==> src/rtl/mips_multicycle_controller_pkg.sv <==
// mips_multicycle_controller_pkg: opcodes, funct codes, ALU control codes and FSM types
// shared by the multicycle MIPS controller.
package mips_multicycle_controller_pkg;
  localparam logic [5:0] OP_R    = 6'b000000;
  localparam logic [5:0] OP_LW   = 6'b100011;
  localparam logic [5:0] OP_SW   = 6'b101011;
  localparam logic [5:0] OP_BEQ  = 6'b000100;
  localparam logic [5:0] OP_BNE  = 6'b000101;
  localparam logic [5:0] OP_ADDI = 6'b001000;
  localparam logic [5:0] OP_ANDI = 6'b001100;
  localparam logic [5:0] OP_ORI  = 6'b001101;
  localparam logic [5:0] OP_J    = 6'b000010;
  localparam logic [5:0] FN_ADD  = 6'b100000;
  localparam logic [5:0] FN_SUB  = 6'b100010;
  localparam logic [5:0] FN_AND  = 6'b100100;
  localparam logic [5:0] FN_OR   = 6'b100101;
  localparam logic [5:0] FN_SLT  = 6'b101010;
  localparam logic [2:0] AC_ADD  = 3'b010;
  localparam logic [2:0] AC_SUB  = 3'b110;
  localparam logic [2:0] AC_AND  = 3'b000;
  localparam logic [2:0] AC_OR   = 3'b001;
  localparam logic [2:0] AC_SLT  = 3'b111;
  typedef enum logic [3:0] {
    S_FETCH, S_DECODE, S_MEMADR, S_MEMRD, S_MEMWB, S_MEMWR, S_RTYPEEX,
    S_RTYPEWB, S_BEQEX, S_BNEEX, S_ADDIEX, S_LOGIEX, S_IMMWB, S_JEX
  } state_t;
  typedef enum logic [2:0] {ALU_ADD, ALU_SUB, ALU_FUNCT, ALU_AND, ALU_OR} aluop_t;
endpackage

==> src/rtl/mips_multicycle_controller_aludec.sv <==
// mips_multicycle_controller_aludec: maps the FSM's ALU operation class and the
// instruction funct field to the ALU control code.
module mips_multicycle_controller_aludec
  import mips_multicycle_controller_pkg::*;
(
  input  aluop_t     i_aluop,
  input  logic [5:0] i_funct,
  output logic [2:0] o_alucontrol
);
  logic [2:0] w_fn;
  always_comb begin
    // unknown funct falls back to add rather than propagating X
    w_fn = i_funct == FN_SUB ? AC_SUB :
           i_funct == FN_AND ? AC_AND :
           i_funct == FN_OR  ? AC_OR  :
           i_funct == FN_SLT ? AC_SLT : AC_ADD;
    o_alucontrol = i_aluop == ALU_SUB   ? AC_SUB :
                   i_aluop == ALU_FUNCT ? w_fn   :
                   i_aluop == ALU_AND   ? AC_AND :
                   i_aluop == ALU_OR    ? AC_OR  : AC_ADD;
  end
endmodule

==> src/rtl/mips_multicycle_controller.sv <==
// mips_multicycle_controller: Moore FSM sequencing fetch/decode/execute/memory/writeback
// over a shared-memory multicycle MIPS datapath.
module mips_multicycle_controller
  import mips_multicycle_controller_pkg::*;
#(
  parameter bit EN_BNE       = 1'b1,
  parameter bit EN_LOGIC_IMM = 1'b1,
  parameter bit EN_MEMREADY  = 1'b0
) (
  input  logic       i_clk,
  input  logic       i_rst_n,
  input  logic [5:0] i_op,
  input  logic [5:0] i_funct,
  input  logic       i_zero,
  input  logic       i_memready,
  output logic       o_iord,
  output logic       o_memwrite,
  output logic       o_irwrite,
  output logic       o_regdst,
  output logic       o_memtoreg,
  output logic       o_regwrite,
  output logic       o_alusrca,
  output logic [1:0] o_alusrcb,
  output logic       o_immzext,
  output logic [1:0] o_pcsrc,
  output logic       o_pcen,
  output logic [2:0] o_alucontrol,
  output logic       o_illegal
);
  state_t r_state, w_next;
  aluop_t w_aluop;
  logic w_mr, w_pcwrite, w_branch, w_branchn;
  assign w_mr = EN_MEMREADY ? i_memready : 1'b1;
  always_ff @(posedge i_clk or negedge i_rst_n)
    if (!i_rst_n) r_state <= S_FETCH;
    else r_state <= w_next;
  always_comb begin
    w_next = r_state;
    w_aluop = ALU_ADD;
    w_pcwrite = 1'b0;
    w_branch = 1'b0;
    w_branchn = 1'b0;
    o_iord = 1'b0;
    o_memwrite = 1'b0;
    o_irwrite = 1'b0;
    o_regdst = 1'b0;
    o_memtoreg = 1'b0;
    o_regwrite = 1'b0;
    o_alusrca = 1'b0;
    o_alusrcb = 2'b00;
    o_immzext = 1'b0;
    o_pcsrc = 2'b00;
    o_illegal = 1'b0;
    case (r_state)
      S_FETCH: begin
        o_alusrcb = 2'b01;
        o_irwrite = w_mr;
        w_pcwrite = w_mr;
        w_next = w_mr ? S_DECODE : S_FETCH;
      end
      S_DECODE: begin
        o_alusrcb = 2'b11;
        case (i_op)
          OP_LW, OP_SW:     w_next = S_MEMADR;
          OP_R:             w_next = S_RTYPEEX;
          OP_BEQ:           w_next = S_BEQEX;
          OP_BNE:           w_next = EN_BNE ? S_BNEEX : S_FETCH;
          OP_ADDI:          w_next = S_ADDIEX;
          OP_ANDI, OP_ORI:  w_next = EN_LOGIC_IMM ? S_LOGIEX : S_FETCH;
          OP_J:             w_next = S_JEX;
          default:          w_next = S_FETCH;
        endcase
        // every legal opcode leaves DECODE for an execute state
        o_illegal = w_next == S_FETCH;
      end
      S_MEMADR: begin
        o_alusrca = 1'b1;
        o_alusrcb = 2'b10;
        w_next = i_op == OP_LW ? S_MEMRD : S_MEMWR;
      end
      S_MEMRD: begin
        o_iord = 1'b1;
        w_next = w_mr ? S_MEMWB : S_MEMRD;
      end
      S_MEMWB: begin
        o_memtoreg = 1'b1;
        o_regwrite = 1'b1;
        w_next = S_FETCH;
      end
      S_MEMWR: begin
        o_iord = 1'b1;
        o_memwrite = 1'b1;
        w_next = w_mr ? S_FETCH : S_MEMWR;
      end
      S_RTYPEEX: begin
        o_alusrca = 1'b1;
        w_aluop = ALU_FUNCT;
        w_next = S_RTYPEWB;
      end
      S_RTYPEWB: begin
        o_regdst = 1'b1;
        o_regwrite = 1'b1;
        w_next = S_FETCH;
      end
      S_BEQEX, S_BNEEX: begin
        o_alusrca = 1'b1;
        w_aluop = ALU_SUB;
        o_pcsrc = 2'b01;
        w_branch = r_state == S_BEQEX;
        w_branchn = r_state == S_BNEEX;
        w_next = S_FETCH;
      end
      S_ADDIEX, S_LOGIEX: begin
        o_alusrca = 1'b1;
        o_alusrcb = 2'b10;
        o_immzext = r_state == S_LOGIEX;
        w_aluop = r_state == S_ADDIEX ? ALU_ADD : i_op == OP_ANDI ? ALU_AND : ALU_OR;
        w_next = S_IMMWB;
      end
      S_IMMWB: begin
        o_regwrite = 1'b1;
        w_next = S_FETCH;
      end
      S_JEX: begin
        o_pcsrc = 2'b10;
        w_pcwrite = 1'b1;
        w_next = S_FETCH;
      end
      default: w_next = S_FETCH;
    endcase
  end
  assign o_pcen = w_pcwrite | (w_branch & i_zero) | (w_branchn & ~i_zero);
  mips_multicycle_controller_aludec u_aludec (
    .i_aluop     (w_aluop),
    .i_funct     (i_funct),
    .o_alucontrol(o_alucontrol)
  );
endmodule

==> config.mk <==
export PLATFORM = sky130hd
export DESIGN_NAME = mips_multicycle_controller
export DESIGN_NICKNAME = d
export VERILOG_FILES = /design/src/rtl/mips_multicycle_controller_pkg.sv /design/src/rtl/mips_multicycle_controller_aludec.sv /design/src/rtl/mips_multicycle_controller.sv
export SDC_FILE = /design/constraint.sdc
export NUM_CORES = 1
export LEC_CHECK = 0
export CAP_MARGIN = 10
export CORE_MARGIN = 5
export CORE_UTILIZATION = 42
export CTS_BUF_LIST = sky130_fd_sc_hd__clkbuf_8
export DETAILED_ROUTE_END_ITERATION = 6
export GPL_ROUTABILITY_DRIVEN = 0
export PLACE_DENSITY = 0.87
export RECOVER_POWER = 100
export SYNTH_ARGS = -nofsm -noshare
export SYNTH_HDL_FRONTEND = slang
export SYNTH_SLANG_ARGS = --single-unit
==> constraint.sdc <==
create_clock -name i_clk -period 4.2 [get_ports i_clk]
set_clock_uncertainty 0.15 [all_clocks]
set_input_delay 0.42 -clock i_clk [delete_from_list [all_inputs] [get_ports i_clk]]
set_output_delay 0.42 -clock i_clk [all_outputs]
set_load 0.05 [all_outputs]
==> results of run 1 <==
## layer usage
| metal | vias up | routed length, um |
|---|---|---|
| met5 | - | 0 |
| met4 | 0 | 23 |
| met3 | 2 | 97 |
| met2 | 24 | 815 |
| met1 | 329 | 764 |
| li1 | 365 | - |
## path summary, 6_finish.rpt
kind                            startpoint          to  slack, ns  depth (start not counted)
worst max-delay path            r_state[1]   o_illegal       1.09                          4
worst min-delay path               i_rst_n  r_state[1]       0.33                          1
worst max register to register  r_state[1]  r_state[3]       2.27                          4
worst min register to register  r_state[3]  r_state[2]       0.60                          1
max in group asynchronous          i_rst_n  r_state[2]       3.41                          1
min in group i_clk              r_state[3]  r_state[2]       0.60                          1
## through the flow
step	total power, mW	std cells	utilization [%]	hold slack [ns]	area (um2)
2_1_floorplan	0.251	82	-	-0.0256	576
3_3_place_gp	0.337	123	67.5	0.475	878
3_5_place_dp	0.339	123	67.5	0.482	878
4_1_cts	0.425	126	70.7	0.254	920
5_1_grt	0.433	126	70.0	0.323	911
6_report	0.406	126	70.0	0.327	911
## synthesized netlist by cell type, types with 2 or more instances
cell type	n	area share [%]
dfrtp_1	4	17
o22ai_1	2	2.2
a211o_1	3	4.6
nor2b_1	4	4.3
o21a_1	2	2.6
nand2b_1	5	5.4
nand2_1	7	4.6
nor3b_1	2	2.6
nor2_1	11	7.2
nor3_1	7	6.1
nor4b_1	4	6.1
o21ai_0	2	1.7
clkbuf_1	3	2.0
a21oi_1	4	3.5
## power by group
part | total (mW) | switching [mW] | internal, mW | leakage, nW
combinational | 0.253 | 0.165 | 0.0882 | 0.293
clock | 0.0792 | 0.0183 | 0.0609 | 0.0216
sequential | 0.0740 | 0.0282 | 0.0458 | 0.0531
total | 0.406 | 0.211 | 0.195 | 0.367
## final cells by class
type	instances	area, um2
well taps	15	18.8
repair buffers	31	310
clock buffers	3	41.3
flip-flops and latches	4	100
inverters	2	7.51
multi-input cells	71	433
fillers	113	390
## layout by cell type, fill, tap and decap left out, types with 3 or more instances in the layout
cell type	netlist	routed
clkbuf_8	0	3
dfrtp_1	4	4
a21oi_1	4	4
nor2b_1	4	4
nand2b_1	5	5
dlygate4sd3_1	0	19
nor3_1	7	7
a211o_1	3	3
clkdlybuf4s50_1	0	12
nor2_1	11	11
nor4b_1	4	4
nand2_1	7	7
## logic make-up after synthesis
logic type,synth area share [%]
AND/OR/NAND/NOR,48.0
AO/OA/AOI/OAI,25.4
buffers and inverters,5.87
flip-flops,17.4
XOR/XNOR,1.52
multiplexers,1.74
==> results by group, run 1 <==
Run status
  • Status: completed

STA
  • Fin. max-slew vios: 0
  • Crit path time final: 3.11 ns
  • Achievable Freq: 321 MHz
  • Final Hold Viols: 0
  • Max-Slew Margin vs Limit: 64.2%
  • Endpoints failing setup: 0
  • Final worst setup slack: 1.09 ns
  • Tightest Pin Transition: 0.537 ns
  • Final setup TNS: 0 ns
  • RSZ-0062 raised after global routing: no
  • Crit share post-route: 74.1%

Critical path
  • Crit path launch type: flip-flop
  • CP arrival: 2.54 ns
  • Crit Path Max Fanout: 17
  • CP Class: reg -> out
  • Critical path's top delay family: buffers and inverters
  • CP endpoint kind: output port
  • Worst path bufs/invs: 1
  • Crit-path slowest cell: dlygate4sd3_1
  • Crit path cell chain: nand2b_1 > or3_1 > nor3_1 > dlygate4sd3_1
  • Max stage delay on crit path: 0.89 ns
  • Crit path required time: 3.63 ns

Floorplanning
  • Core Footprint: 0.00130 mm2
  • Die Width: 47.0 um
  • Die ar.: 0.00221 mm2
  • Starting Density: 44.2%
  • FP Rows: 13
  • Die Height: 47.0 um
  • I/O pin count: 33

Yosys
  • Yosys warns: 0
  • FF+latch count, synth: 4
  • Syn avg cell area: 7.02 um2
  • Post-synth ARST share: 100%
  • Sequential cell area fraction in the yosys report: 17.4%
  • Synth cell types: 36
  • Post-synthesis cell area: 576 um2
  • Number of synthesized flops with an enable pin: 0
  • Mapped Cells: 82
  • Primary FF master, synth: dfrtp_1
  • Synthesized net count: 98

GRT
  • Number of global-route vias before repair: 651
  • First-pass GRT wire length: 2700 um
  • Met2 usage: 28.2%
  • Initial antenna violation count: 0
  • Top Usage Layer GRT: met2
  • M1 GR Usage: 21.8%
  • Routing usage on met3: 2.30%
  • Largest net degree at the start of global routing: 18
  • Grt total ovfl: 0
  • GRT Overall Usage: 17.1%

Routing
  • Drc violations: 0
  • Antenna Nets Post-Route: 0
  • Post-detailed-route wirelength per cell: 13.5 um
  • Via density: 5.71
  • Vias: 720
  • Final wirelength: 1700 um
  • DR pass1 iterations: 4
  • Initial detailed-routing violation count: 13

Clock tree
  • CTS sink cnt: 4
  • H-tree depth: 1
  • Max Root-Sink Buffers: 2
  • Post-CTS Setup Repair Bufs: 0
  • CTS tree: built
  • Post_cts resized: 0
  • Number of CTS-inserted buffers: 3
  • Clock root cell: clkbuf_8
  • Clock-pin slew on the worst setup and hold paths: 0.03 ns
  • Clock Latency Late Sink: 0.21 ns
  • Hold_buf cts: 0

Power
  • VDD IR max: 0.335 mV
  • PD cells: 446 mW/mm2
  • LEAKAGE: 0.367 nW

Layout
  • Largest regs: r_state x4
  • Max reg flops: 4
  • Most flop-heavy register: r_state
  • Area delta synth->final: 58.3%
  • Nets: 129
  • # diodes: 0
  • Layout cell share with drive strength beyond 1: 5.41%

Placed design
  • Port Buffers: 31
  • Pre-CTS setup slack: 1.34 ns
  • Final HPWL DP: 1280 um

Job
  • Max-Cap Viols: 0

Min path
  • HP Class: in -> async
No activity file was read; power rests on OpenSTA's default activity.
==> run 2: changes to the inputs <==
Settings changed: CORE_UTILIZATION 42 to 39, PLACE_DENSITY 0.87 to 0.82.
Clock period 4.2 ns to 3.26 ns, I/O delays scaled along.
==> run 2 against run 1 <==
  * First-iteration DRC count is the same
  * Combinational power rose by 43%
  * Non-clock buffer count rose by 2
  * Flip-flop and latch count stayed put
  * Critical path depth grew 1
  * Register-to-register slack got worse by 0.67 ns
  * Critical path type unchanged
  * Core utilization is 1.0 points lower
  * Sequential share of layout area down 0.24 points
  * Clock power is 36% higher
  * Worst hold slack got worse by 0.10 ns
==> results by group, run 2 (synthesis results as in run 1) <==
Run status
  • Status: completed

Critical path
  • CP arrival: 2.48 ns
  • Crit path launch type: flip-flop
  • CP endpoint kind: output port
  • Crit path required time: 2.78 ns
  • Crit Path Max Fanout: 16
  • CP Class: reg -> out

Routing
  • Antenna Nets Post-Route: 0
  • Via density: 5.63
  • DR pass1 iterations: 4
  • Post-detailed-route wirelength per cell: 14.1 um
  • Initial detailed-routing violation count: 13
  • Final wirelength: 1800 um
  • Vias: 720
  • Drc violations: 0

STA
  • Crit share post-route: 90.8%
  • Crit path time final: 2.96 ns
  • Final Hold Viols: 0
  • Max-Slew Margin vs Limit: 65.0%
  • Final Hold Slack: 0.222 ns
  • Endpoints failing setup: 0
  • Achievable Freq: 338 MHz
  • Fin. max-slew vios: 0
  • Tightest Pin Transition: 0.524 ns
  • Final setup TNS: 0 ns
  • RSZ-0062 raised after global routing: no
  • Final worst setup slack: 0.300 ns

Placed design
  • Port Buffers: 31
  • Post-DP Area: 893 um2
  • Pre-CTS setup slack: 0.546 ns
  • Dpl cells: 125
  • Final HPWL DP: 1370 um

GRT
  • Grt total ovfl: 0
  • GRT Overall Usage: 16.2%
  • Initial antenna violation count: 0
  • Number of global-route vias before repair: 711
  • First-pass GRT wire length: 3200 um
  • Largest net degree at the start of global routing: 17

Layout
  • Nets: 131
  • # diodes: 0
  • Commonest non-fill, non-tap cell in the layout: dlygate4sd3_1
  • Most flop-heavy register: r_state
  • Commonest non-fill, non-tap cells in the layout: dlygate4sd3_1, clkdlybuf4s50_1, nor2_1, nand2_1, nor3_1
  • Max reg flops: 4
  • Cell Count, Final, Fillers Out: 128
  • Area delta synth->final: 61.7%
  • Layout cell share with drive strength beyond 1: 7.96%
  • Fin area: 931 um2
  • Final core utilization: 69.0%
  • Filler cells: 131
  • Largest regs: r_state x4

Clock tree
  • Clock Latency Late Sink: 0.23 ns
  • CTS tree: built
  • CTS sink cnt: 4
  • Post_cts resized: 0
  • Number of CTS-inserted buffers: 3
  • Hold_buf cts: 0
  • Clock-pin slew on the worst setup and hold paths: 0.04 ns
  • Max Root-Sink Buffers: 2
  • H-tree depth: 1
  • Post-CTS Setup Repair Bufs: 0
  • Clock root cell: clkbuf_8

Floorplanning
  • FP Rows: 13
  • Die Height: 48.4 um
  • Core Footprint: 0.00135 mm2
  • Die Width: 48.4 um
  • Die ar.: 0.00234 mm2
  • Starting Density: 42.6%
  • I/O pin count: 33

Power
  • PD cells: 584 mW/mm2
  • LEAKAGE: 0.379 nW
  • Design Power: 0.543 mW
  • VDD IR max: 0.386 mV

Job
  • Max-Cap Viols: 0

Min path
  • HP Class: in -> async
run 2: changes by cell type in the layout (fill, tap and decap cells not counted):
cell     change
buf_4        +2
nand3_2      +1
nand3_1      -1
run 2: per-layer routing:
metal	routed length, um	global-route usage (%)	up-vias	part of all wire [%]
met5	0	0	-	0
met4	17	5.07	0	0.94
met3	169	7.34	3	9.4
met2	846	25.7	32	47
met1	771	19.3	318	43
li1	-	-	367	-
run 2: final cells by class:
class | count | area (um2) | area share [%]
Clock buffer | 3 | 41.3 | 4.44
Inverter | 2 | 7.51 | 0.806
Multi-Input combinational cell | 71 | 438 | 47.0
Sequential cell | 4 | 100 | 10.8
Tap cell | 15 | 18.8 | 2.02
Timing Repair Buffer | 33 | 325 | 34.9
run 2: final timing paths:
| check | cells past startpoint | end | slack, ns | start |
|---|---|---|---|---|
| min in group i_clk | 2 | r_state[0] | 0.52 | r_state[0] |
| max in group asynchronous | 1 | r_state[1] | 2.56 | i_rst_n |
| worst max register to register | 3 | r_state[3] | 1.60 | r_state[3] |
| worst min register to register | 2 | r_state[0] | 0.52 | r_state[0] |
| worst min-delay path | 1 | r_state[0] | 0.22 | i_rst_n |
| worst max-delay path | 5 | o_alucontrol[0] | 0.30 | r_state[3] |
run 2: critical path, stage by stage (launching register included):
cell and delay [ns]:
dfrtp_1 0.52, nand2b_1 0.26, nor3b_1 0.32, nand2_1 0.12, o2bb2ai_1 0.15, dlygate4sd3_1 0.89
run 2: report_power, final:
part	switching [mW]	leakage (nW)	internal (mW)	total, mW
sequential	0.0127	0.0531	0.0594	0.0721
combinational	0.240	0.304	0.123	0.363
clock	0.0291	0.0216	0.0790	0.108
